`config.mk`:
```
export PLATFORM = sky130hd
export DESIGN_NAME = frame_multiplier_flat
export DESIGN_NICKNAME = d
export VERILOG_FILES = /design/src/rtl/mult_pkg.sv /design/src/rtl/frame_multiplier_if.sv /design/src/rtl/vid_sync_delay.sv /design/src/rtl/frame_multiplier.sv /design/src/flat_wrapper.sv
export SDC_FILE = /design/constraint.sdc
export NUM_CORES = 1
export LEC_CHECK = 0
export ABC_AREA = 0
export BUFFER_PORTS_ARGS = -buffer_cell sky130_fd_sc_hd__buf_2
export CORE_UTILIZATION = 50
export DETAILED_ROUTE_END_ITERATION = 16
export MAX_ROUTING_LAYER = met4
export PLACE_DENSITY = 0.84
export SLEW_MARGIN = 5
export SYNTH_ARGS = -nofsm -noshare
export SYNTH_HDL_FRONTEND = slang
export SYNTH_HIERARCHICAL = 1
export SYNTH_SLANG_ARGS = --single-unit
```
`constraint.sdc`:
```
create_clock -name pixelclk -period 3.79 [get_ports pixelclk]
set_input_delay 0.5685 -clock pixelclk [delete_from_list [all_inputs] [get_ports pixelclk]]
set_output_delay 0.5685 -clock pixelclk [all_outputs]
set_load 0.01 [all_outputs]
```
`src/rtl/mult_pkg.sv`:
```
// Shared definitions for the frame-synchronised multiplier: state encoding and default widths.
package mult_pkg;

    localparam int N_DEF = 16;
    localparam int W_DEF = 32;

    typedef enum logic [2:0] {
        IDLE = 3'b001,
        CALC = 3'b010,
        DONE = 3'b100
    } state_t;

endpackage

```
`src/rtl/frame_multiplier_if.sv`:
```
// Video timing, operand and result bundle for frame_multiplier; the slave modport is the multiplier side.
interface frame_multiplier_if
    import mult_pkg::*;
#(
    parameter int N = N_DEF
);
    localparam int W = 2 * N;

    logic         i_hs;
    logic         i_vs;
    logic         i_de;
    logic [N-1:0] multiplicand;
    logic [N-1:0] multiplier;
    logic [W-1:0] product;
    logic         o_valid;
    logic         o_busy;
    logic         o_hsync;
    logic         o_vsync;
    logic         o_de;

    modport master (
        output i_hs, i_vs, i_de, multiplicand, multiplier,
        input  product, o_valid, o_busy, o_hsync, o_vsync, o_de
    );

    modport slave (
        input  i_hs, i_vs, i_de, multiplicand, multiplier,
        output product, o_valid, o_busy, o_hsync, o_vsync, o_de
    );

endinterface

```
`src/rtl/vid_sync_delay.sv`:
```
// One-cycle delay of hs/vs/de plus the vertical-sync falling-edge detector that starts a multiply.
module vid_sync_delay (
    input  logic pixelclk,
    input  logic rst_n,
    input  logic i_hs,
    input  logic i_vs,
    input  logic i_de,
    output logic o_hsync,
    output logic o_vsync,
    output logic o_de,
    output logic vs_fall
);

    logic hs_q, hs_d;
    logic vs_q, vs_d;
    logic de_q, de_d;

    always_comb begin
        hs_d = i_hs;
        vs_d = i_vs;
        de_d = i_de;
    end

    always_ff @(posedge pixelclk or negedge rst_n) begin
        if (!rst_n) begin
            hs_q <= 1'b0;
            vs_q <= 1'b0;
            de_q <= 1'b0;
        end else begin
            hs_q <= hs_d;
            vs_q <= vs_d;
            de_q <= de_d;
        end
    end

    // The delayed vsync doubles as the edge-detector history bit.
    assign vs_fall = vs_q & ~i_vs;

    assign o_hsync = hs_q;
    assign o_vsync = vs_q;
    assign o_de    = de_q;

endmodule

```
`src/rtl/frame_multiplier.sv`:
```
// Shift-and-add multiplier started by a vsync falling edge; product held until the next completion.
// Define MULT_SIGNED_EN for two's-complement operands (sign-magnitude around the unsigned core).
module frame_multiplier
    import mult_pkg::*;
#(
    parameter int N = N_DEF,
    parameter int W = W_DEF
) (
    input logic               pixelclk,
    input logic               rst_n,
    frame_multiplier_if.slave bus
);

    localparam int CW = $clog2(N + 1);

    state_t        state_q, state_d;
    logic [CW-1:0] cnt_q, cnt_d;
    logic [W-1:0]  acc_q, acc_d;
    logic [W-1:0]  product_q, product_d;
    logic [N-1:0]  mcand_q, mcand_d;
    logic          valid_q, valid_d;
    logic          busy_q, busy_d;
    logic [N-1:0]  mag_a, mag_b;
    logic [N:0]    sum;
    logic          vs_fall;

    vid_sync_delay u_sync (
        .pixelclk (pixelclk),
        .rst_n    (rst_n),
        .i_hs     (bus.i_hs),
        .i_vs     (bus.i_vs),
        .i_de     (bus.i_de),
        .o_hsync  (bus.o_hsync),
        .o_vsync  (bus.o_vsync),
        .o_de     (bus.o_de),
        .vs_fall  (vs_fall)
    );

`ifdef MULT_SIGNED_EN
    logic sign_q, sign_d;

    // The most negative operand maps to magnitude 2^(N-1), which still fits N unsigned bits.
    assign mag_a = bus.multiplicand[N-1] ? (~bus.multiplicand + 1'b1) : bus.multiplicand;
    assign mag_b = bus.multiplier[N-1]   ? (~bus.multiplier + 1'b1)   : bus.multiplier;
`else
    assign mag_a = bus.multiplicand;
    assign mag_b = bus.multiplier;
`endif

    always_comb begin
        state_d   = state_q;
        cnt_d     = cnt_q;
        acc_d     = acc_q;
        mcand_d   = mcand_q;
        product_d = product_q;
        valid_d   = 1'b0;
        sum       = {1'b0, acc_q[W-1:N]} + (acc_q[0] ? {1'b0, mcand_q} : '0);
`ifdef MULT_SIGNED_EN
        sign_d    = sign_q;
`endif
        unique case (state_q)
            IDLE: begin
                if (vs_fall) begin
                    mcand_d = mag_a;
                    acc_d   = {{N{1'b0}}, mag_b};
                    cnt_d   = CW'(N);
                    state_d = CALC;
`ifdef MULT_SIGNED_EN
                    sign_d  = bus.multiplicand[N-1] ^ bus.multiplier[N-1];
`endif
                end
            end
            CALC: begin
                acc_d = {sum, acc_q[N-1:1]};
                cnt_d = cnt_q - 1'b1;
                if (cnt_q == CW'(1)) begin
                    state_d = DONE;
                end
            end
            DONE: begin
`ifdef MULT_SIGNED_EN
                product_d = sign_q ? (~acc_q + 1'b1) : acc_q;
`else
                product_d = acc_q;
`endif
                valid_d = 1'b1;
                state_d = IDLE;
            end
            default: state_d = IDLE;
        endcase
        busy_d = (state_d != IDLE);
    end

    always_ff @(posedge pixelclk or negedge rst_n) begin
        if (!rst_n) begin
            state_q   <= IDLE;
            cnt_q     <= '0;
            acc_q     <= '0;
            mcand_q   <= '0;
            product_q <= '0;
            valid_q   <= 1'b0;
            busy_q    <= 1'b0;
        end else begin
            state_q   <= state_d;
            cnt_q     <= cnt_d;
            acc_q     <= acc_d;
            mcand_q   <= mcand_d;
            product_q <= product_d;
            valid_q   <= valid_d;
            busy_q    <= busy_d;
        end
    end

`ifdef MULT_SIGNED_EN
    always_ff @(posedge pixelclk or negedge rst_n) begin
        if (!rst_n) begin
            sign_q <= 1'b0;
        end else begin
            sign_q <= sign_d;
        end
    end
`endif

    assign bus.product = product_q;
    assign bus.o_valid = valid_q;
    assign bus.o_busy  = busy_q;

endmodule

```
`src/flat_wrapper.sv`:
```
// flat-port wrapper written by rule: the top's interface ports become plain ports
module frame_multiplier_flat import mult_pkg::*;
#(
    parameter int N = N_DEF,
    parameter int W = W_DEF
)
  (pixelclk, rst_n, bus_i_hs, bus_i_vs, bus_i_de, bus_multiplicand, bus_multiplier, bus_product, bus_o_valid, bus_o_busy, bus_o_hsync, bus_o_vsync, bus_o_de);
  frame_multiplier_if #(.N(N)) bus_i ();
  input logic pixelclk;
  input logic rst_n;
  input wire logic [$bits(bus_i.i_hs)-1:0] bus_i_hs;
  input wire logic [$bits(bus_i.i_vs)-1:0] bus_i_vs;
  input wire logic [$bits(bus_i.i_de)-1:0] bus_i_de;
  input wire logic [$bits(bus_i.multiplicand)-1:0] bus_multiplicand;
  input wire logic [$bits(bus_i.multiplier)-1:0] bus_multiplier;
  output wire logic [$bits(bus_i.product)-1:0] bus_product;
  output wire logic [$bits(bus_i.o_valid)-1:0] bus_o_valid;
  output wire logic [$bits(bus_i.o_busy)-1:0] bus_o_busy;
  output wire logic [$bits(bus_i.o_hsync)-1:0] bus_o_hsync;
  output wire logic [$bits(bus_i.o_vsync)-1:0] bus_o_vsync;
  output wire logic [$bits(bus_i.o_de)-1:0] bus_o_de;
  assign bus_i.i_hs = bus_i_hs;
  assign bus_i.i_vs = bus_i_vs;
  assign bus_i.i_de = bus_i_de;
  assign bus_i.multiplicand = bus_multiplicand;
  assign bus_i.multiplier = bus_multiplier;
  assign bus_product = bus_i.product;
  assign bus_o_valid = bus_i.o_valid;
  assign bus_o_busy = bus_i.o_busy;
  assign bus_o_hsync = bus_i.o_hsync;
  assign bus_o_vsync = bus_i.o_vsync;
  assign bus_o_de = bus_i.o_de;
  frame_multiplier #(.N(N), .W(W)) u_core (.pixelclk(pixelclk), .rst_n(rst_n), .bus(bus_i));
endmodule
```
==> flow_summary.toml, run 1 <==
[outcome]
run_status = "finished, final reports clean"

[worst_setup_path]
critical_path_class = "reg -> reg"
crit_path_end = "u_core/acc_q[27]"
rr_endpoint = "u_core/acc_q[27]"
startpoint_type = "register"
crit_arrival_ps = 3330
critical_path_required_ps = 4050
critical_path.endpoint_type = "register"
rr_worst_depth = 9
crit_path_start = "u_core/acc_q[0]"
reg2reg_slack_ps = 720
rr_startpoint = "u_core/acc_q[0]"
crit_fanout = 18

[place]
dp_slack_ps = 803
hpwlAfterDp_um = 6490
place.port_buffers = 73
gp_routability_congestion = 0.885

[finish]
syn_to_final_growth_pct = 15.6
nFillCells = 745
final_nets = 546
antenna_cells_inserted = 0
final_layout_size_suffix_gt1_share_pct = 27.5

[clock_network]
clk_transition_reported_paths_ps = 100
postCtsSetupRepairBufs = 0
cts-resized-gates = 0
cts_tree = "done"
tritoncts.num_buffers = 9
clock_insertion_delay_worst_skew_ps = 370
cts-root-to-sink-buffers = 2
cts_sinks = 93
buffer_cell_driving_the_clock_tree_root = "sky130_fd_sc_hd__clkbuf_8"
cts_hold_buffers = 0
htree_levels = 3

[logic_synthesis]
dominantRegCellSynth = "sky130_fd_sc_hd__dfrtp_1"
post_synth_top_area_cell = "sky130_fd_sc_hd__dfrtp_1"
synth_enable_flop_cells = 0
synthDistinctLibCells = 52
post-synth-top-count-cell = "sky130_fd_sc_hd__nand2_1"
postSynthCellCount = 421
avgSynthCellArea_um2 = 10.6
synth_nets = 477
synth-seq-cells = 93
ys_top_cells_by_count = "105 x sky130_fd_sc_hd__nand2_1, 92 x sky130_fd_sc_hd__dfrtp_1, 32 x sky130_fd_sc_hd__mux2_2, 18 x sky130_fd_sc_hd__ha_1, 17 x sky130_fd_sc_hd__and2_1"
yosysSeqAreaShare_pct = 52.3
share_of_the_synthesized_area_in_the_top_cell_type_pct = 51.7
synth.top_cells.by_area = "sky130_fd_sc_hd__dfrtp_1 52%, sky130_fd_sc_hd__nand2_1 8.9%, sky130_fd_sc_hd__mux2_2 8.1%, sky130_fd_sc_hd__ha_1 5.1%, sky130_fd_sc_hd__a22oi_1 2.7%"
yosysWarnings = 6
ys_async_sr_fraction_pct = 100
synthesis.area_mm2 = 0.00445

[floorplan]
io_pins = 74
floorplan.core_area_mm2 = 0.00868
chipWidth_um = 96.4
die_height_um = 96.4
starting_utilization_of_the_core_area_pct = 51.3
die_area_mm2 = 0.00929
placement_rows = 34

[drt]
wl_per_cell_um = 15.8
detail_route.first_pass.iterations = 5
postRouteWirelength_um = 9540
viasPerCell = 5.56
drc = 0
vias = 3352
drtAntennaViolNets = 0
detailedRoute.firstIterationViolations = 191

[sta]
slew_headroom_pct = 25.8
fin_crit_ps = 3070
postLayoutSetupSlackWorst_ps = 716
grt_setup_unrepaired = "no"
setup_viol_count_final = 0
timing.final.hold_violations = 0
fmax_mhz = 325
setup_tns_ps = 0
slew_viol_final = 0
worst-slew-pin-transition_ps = 1110
min_period_over_period_pct = 81.1
final.setup_skew_ps = 16.0

[grt]
grt_pass1_wl_um = 15300
first_global_vias = 3193
antenna_found_initial = 0
total_grt_overflow = 0
gr-usage-all-layers_pct = 22.5
grt_max_degree = 94

[power_and_ir_drop]
power_density_mw_per_mm2 = 466
leakage_nw = 2.74
ir_worst_vdd_uv = 202

[min_path]
hp-class = "in -> reg"

[flow_run]
max_cap_violations = 0
==> how the worst min path moves through the flow <==
stage | from | endpoint | cells past startpoint
2_1_floorplan | rst_n | u_core/acc_q[0] | 0
3_3_place_gp | u_core/mcand_q[0] | u_core/mcand_q[0] | 2
3_5_place_dp | u_core/mcand_q[13] | u_core/mcand_q[13] | 2
4_1_cts | bus_i_de | u_core/u_sync/o_de | 1
5_1_grt | bus_i_de | u_core/u_sync/o_de | 1
6_report | bus_i_de | u_core/u_sync/o_de | 1
==> logic make-up after synthesis <==
kind of cell    count (synthesis)  synth area share (%)
simple gates                  158                  16.3
flops                          93                  52.3
compound gates                 83                  13.5
mux                            34                  8.54
buf+inv                        26                  2.30
fa+ha+maj                      19                  5.51
xor+xnor                        8                  1.57
==> metrics by stage <==
stage | cell area (µm²) | std cells | power, mW | util (%) | hold slack [ps]
2_1_floorplan | 4450 | 421 | 1.54 | - | 273
5_1_grt | 5140 | 603 | 2.53 | 59.3 | 293
4_1_cts | 5140 | 603 | 2.40 | 59.3 | 294
3_3_place_gp | 4930 | 587 | 1.68 | 56.8 | 456
6_report | 5140 | 603 | 2.40 | 59.3 | 307
3_5_place_dp | 4930 | 587 | 1.70 | 56.8 | 458
==> layout make-up <==
cell class              instances  area, µm²  area share [%]
flip-flops and latches         93       2330            45.3
multi-input cells             302       2040            39.7
repair buffers                 77        398            7.73
clock buffers                  10        138            2.68
well taps                     108        135            2.63
clock inverters                 6       75.1            1.46
inverters                       7       26.3           0.511
==> state kept, by name, summed over array words and instances (netlist names) <==
signal and flops:
u_core/state_q 3, u_core/u_sync/o_vsync 1, u_core/bus.o_busy 1, u_core/mcand_q 16
u_core/bus.product 32, u_core/bus.o_valid 1, u_core/cnt_q 5, u_core/u_sync/o_hsync 1
u_core/acc_q 32, u_core/u_sync/o_de 1
==> cells in the final DEF, fill, tap and decap left out, types with 3 or more instances in the layout <==
master	count
sky130_fd_sc_hd__clkbuf_8	10
sky130_fd_sc_hd__ha_1	18
sky130_fd_sc_hd__o31ai_1	4
sky130_fd_sc_hd__nand2_1	105
sky130_fd_sc_hd__o21ai_1	6
sky130_fd_sc_hd__or4_1	3
sky130_fd_sc_hd__xnor2_1	4
sky130_fd_sc_hd__and2_1	17
sky130_fd_sc_hd__o21ai_0	12
sky130_fd_sc_hd__a21oi_1	14
sky130_fd_sc_hd__buf_4	5
sky130_fd_sc_hd__a21o_1	5
sky130_fd_sc_hd__nor2_1	8
sky130_fd_sc_hd__nand3_1	5
sky130_fd_sc_hd__a22oi_1	16
sky130_fd_sc_hd__buf_2	72
sky130_fd_sc_hd__a32o_1	4
sky130_fd_sc_hd__inv_1	7
sky130_fd_sc_hd__xor2_1	4
sky130_fd_sc_hd__and3_1	3
sky130_fd_sc_hd__mux2_2	32
sky130_fd_sc_hd__dfrtp_1	92
sky130_fd_sc_hd__nand4_1	3
sky130_fd_sc_hd__nor3_1	3
==> worst max-delay path, stage by stage (launching register included) <==
cell and delay [ps]:
sky130_fd_sc_hd__dfrtp_1 700, sky130_fd_sc_hd__and2_1 210, sky130_fd_sc_hd__ha_1 180, sky130_fd_sc_hd__inv_1 60
sky130_fd_sc_hd__fa_1 400, sky130_fd_sc_hd__and2b_1 280, sky130_fd_sc_hd__o2111ai_4 170, sky130_fd_sc_hd__a2111oi_2 550
sky130_fd_sc_hd__o31ai_1 130, sky130_fd_sc_hd__a32o_1 270
==> metal layers <==
layer	share of wire (%)	track usage (%)
met1	45	29.7
met2	51	35.7
met5	0	-
met3	3.7	2.92
met4	1.1	8.46
==> power by group <==
| part | leakage (nW) | total [mW] | internal, mW | switching, mW |
|---|---|---|---|---|
| Combinational | 1.41 | 0.453 | 0.179 | 0.274 |
| Sequential | 1.23 | 1.24 | 1.13 | 0.110 |
| Clock | 0.105 | 0.706 | 0.334 | 0.373 |
| Total | 2.74 | 2.40 | 1.64 | 0.757 |
(Power assumes the default switching activity.)
==> run 2: changes to the inputs <==
--- a/config.mk
+++ b/config.mk
@@ -10,7 +10,7 @@
 export CORE_UTILIZATION = 50
 export DETAILED_ROUTE_END_ITERATION = 16
 export MAX_ROUTING_LAYER = met4
-export PLACE_DENSITY = 0.84
+export PLACE_DENSITY = 0.87
 export SLEW_MARGIN = 5
 export SYNTH_ARGS = -nofsm -noshare
 export SYNTH_HDL_FRONTEND = slang
==> constraint.sdc (replaced) <==
create_clock -name pixelclk -period 2.6 [get_ports pixelclk]
set_input_delay 0.39 -clock pixelclk [delete_from_list [all_inputs] [get_ports pixelclk]]
set_output_delay 0.39 -clock pixelclk [all_outputs]
set_load 0.01 [all_outputs]
==> flow_summary.toml, run 2 (synthesis gave the netlist of run 1 again) <==
[drt]
detail_route.first_pass.iterations = 5
wl_per_cell_um = 16.6
vias = 3453
postRouteWirelength_um = 10200
drc = 0
viasPerCell = 5.61
drtAntennaViolNets = 0
detailedRoute.firstIterationViolations = 167

[floorplan]
starting_utilization_of_the_core_area_pct = 51.3
die_height_um = 96.4
io_pins = 74
placement_rows = 34
chipWidth_um = 96.4
die_area_mm2 = 0.00929
floorplan.core_area_mm2 = 0.00868

[sta]
min_period_over_period_pct = 98.1
slew_viol_final = 0
worst-slew-pin-transition_ps = 596
setup_viol_count_final = 0
fin_crit_ps = 2550
timing.final.hold_violations = 0
final.setup_skew_ps = 16.7
slew_headroom_pct = 60.3
fmax_mhz = 392

[worst_setup_path]
timing.critical_path.slowest_stage_cell = "sky130_fd_sc_hd__dfrtp_1"
critical_path_required_ps = 2850
critical_path.cell_chain = "and2_4 -> ha_2 -> inv_2 -> fa_2 -> and2b_2 -> o2111ai_4 -> buf_4 -> a211oi_1 -> o21ai_0 -> a32o_1"
critical_path_buf_inv_count = 2
critical_path_class = "reg -> reg"
crit_fanout = 4
worst_path_largest_cell_delay_ps = 380
crit_arrival_ps = 2800
critical_path.endpoint_type = "register"
crit_path_max_delay_family = "compound AO/OA/AOI/OAI gates"
startpoint_type = "register"

[power_and_ir_drop]
leakage_nw = 2.79
ir_worst_vdd_uv = 303
power_density_mw_per_mm2 = 649

[clock_network]
tritoncts.num_buffers = 9
cts-root-to-sink-buffers = 2
cts_tree = "done"
htree_levels = 3
cts_sinks = 93
buffer_cell_driving_the_clock_tree_root = "sky130_fd_sc_hd__clkbuf_8"
clock_insertion_delay_worst_skew_ps = 350
clk_transition_reported_paths_ps = 90

[finish]
final_util_pct = 60.6
antenna_cells_inserted = 0
fin_cells = 615
final_common_cell = "sky130_fd_sc_hd__nand2_1"
mostFrequentLayoutCells = "105 x sky130_fd_sc_hd__nand2_1, 92 x sky130_fd_sc_hd__dfrtp_1, 72 x sky130_fd_sc_hd__buf_2"
final_nets = 558
final_layout_size_suffix_gt1_share_pct = 30.4
syn_to_final_growth_pct = 18.2

[grt]
antenna_found_initial = 0
total_grt_overflow = 0
grt_pass1_wl_um = 16400
grt_max_degree = 47
first_global_vias = 3383
gr-usage-all-layers_pct = 24.0

[place]
hpwlAfterDp_um = 7290
gp_routability_congestion = 0.929
dpl_cells = 596
place.port_buffers = 73

[outcome]
run_status = "finished, final reports clean"

[min_path]
hp-class = "in -> async"

[flow_run]
max_cap_violations = 0
[run 2: cell count changes in the layout (fill, tap and decap cells not counted), sizes merged]
cell and change:
bufinv -1, clkbuf -1, clkinvlp +1, clkinv +1
buf +12
[run 2: what timing repair did]
| action | 4_1_cts | 5_1_grt |
|---|---|---|
| setup buffers | 0 | 3 |
| setup endpoints to repair | 0 | 3 |
| hold buffers | 0 | 0 |
| gates resized for setup | 0 | 6 |
[run 2: path summary, 6_finish.rpt]
kind	cells past startpoint	from	slack (ps)	to
max	10	u_core/acc_q[0]	50	u_core/acc_q[25]
min	1	rst_n	40	u_core/bus.product[25]
max reg2reg	10	u_core/acc_q[0]	50	u_core/acc_q[25]
min reg2reg	2	u_core/mcand_q[12]	480	u_core/mcand_q[12]
max in group asynchronous	3	rst_n	1790	u_core/acc_q[15]
min in group pixelclk	1	bus_i_de	140	u_core/u_sync/o_de
[run 2: layer usage]
metal	vias to the layer above	GRT usage [%]	part of all wire [%]
met5	-	-	0
met1	1705	30.6	45
met3	10	3.87	4.7
met4	0	7.11	1.1
met2	92	39.6	49
li1	1646	-	-
[run 2: cell type report]
class | instances | area (µm²)
clock inverter | 7 | 57.6
clock buffer | 9 | 124
multi-input combinational | 302 | 2090
fill | 751 | 3420
inverter | 7 | 26.3
tap | 108 | 135
timing repair buffer | 89 | 500
sequential | 93 | 2330
[run 2: stage by stage]
| step | area [µm²] | hold slack, ps | total power, mW | worst slack [ps] | setup TNS [ps] |
|---|---|---|---|---|---|
| after floorplan | 4470 | 94.4 | 2.25 | 23.7 | 0 |
| after global placement | 5040 | 421 | 2.49 | 165 | 0 |
| after detailed placement | 5040 | 429 | 2.54 | 25.9 | 0 |
| after CTS | 5220 | 53.3 | 3.42 | 14.9 | 0 |
| after global routing | 5260 | 70.4 | 3.62 | -20.5 | -33.8 |
| final | 5260 | 39.3 | 3.41 | 49.7 | 0 |
[run 2: power breakdown]
group | internal, mW | total [mW] | switching [mW] | leakage [nW]
Combinational | 0.289 | 0.731 | 0.441 | 1.47
Sequential | 1.64 | 1.80 | 0.155 | 1.23
Clock | 0.361 | 0.885 | 0.525 | 0.0881
Total | 2.29 | 3.41 | 1.12 | 2.79
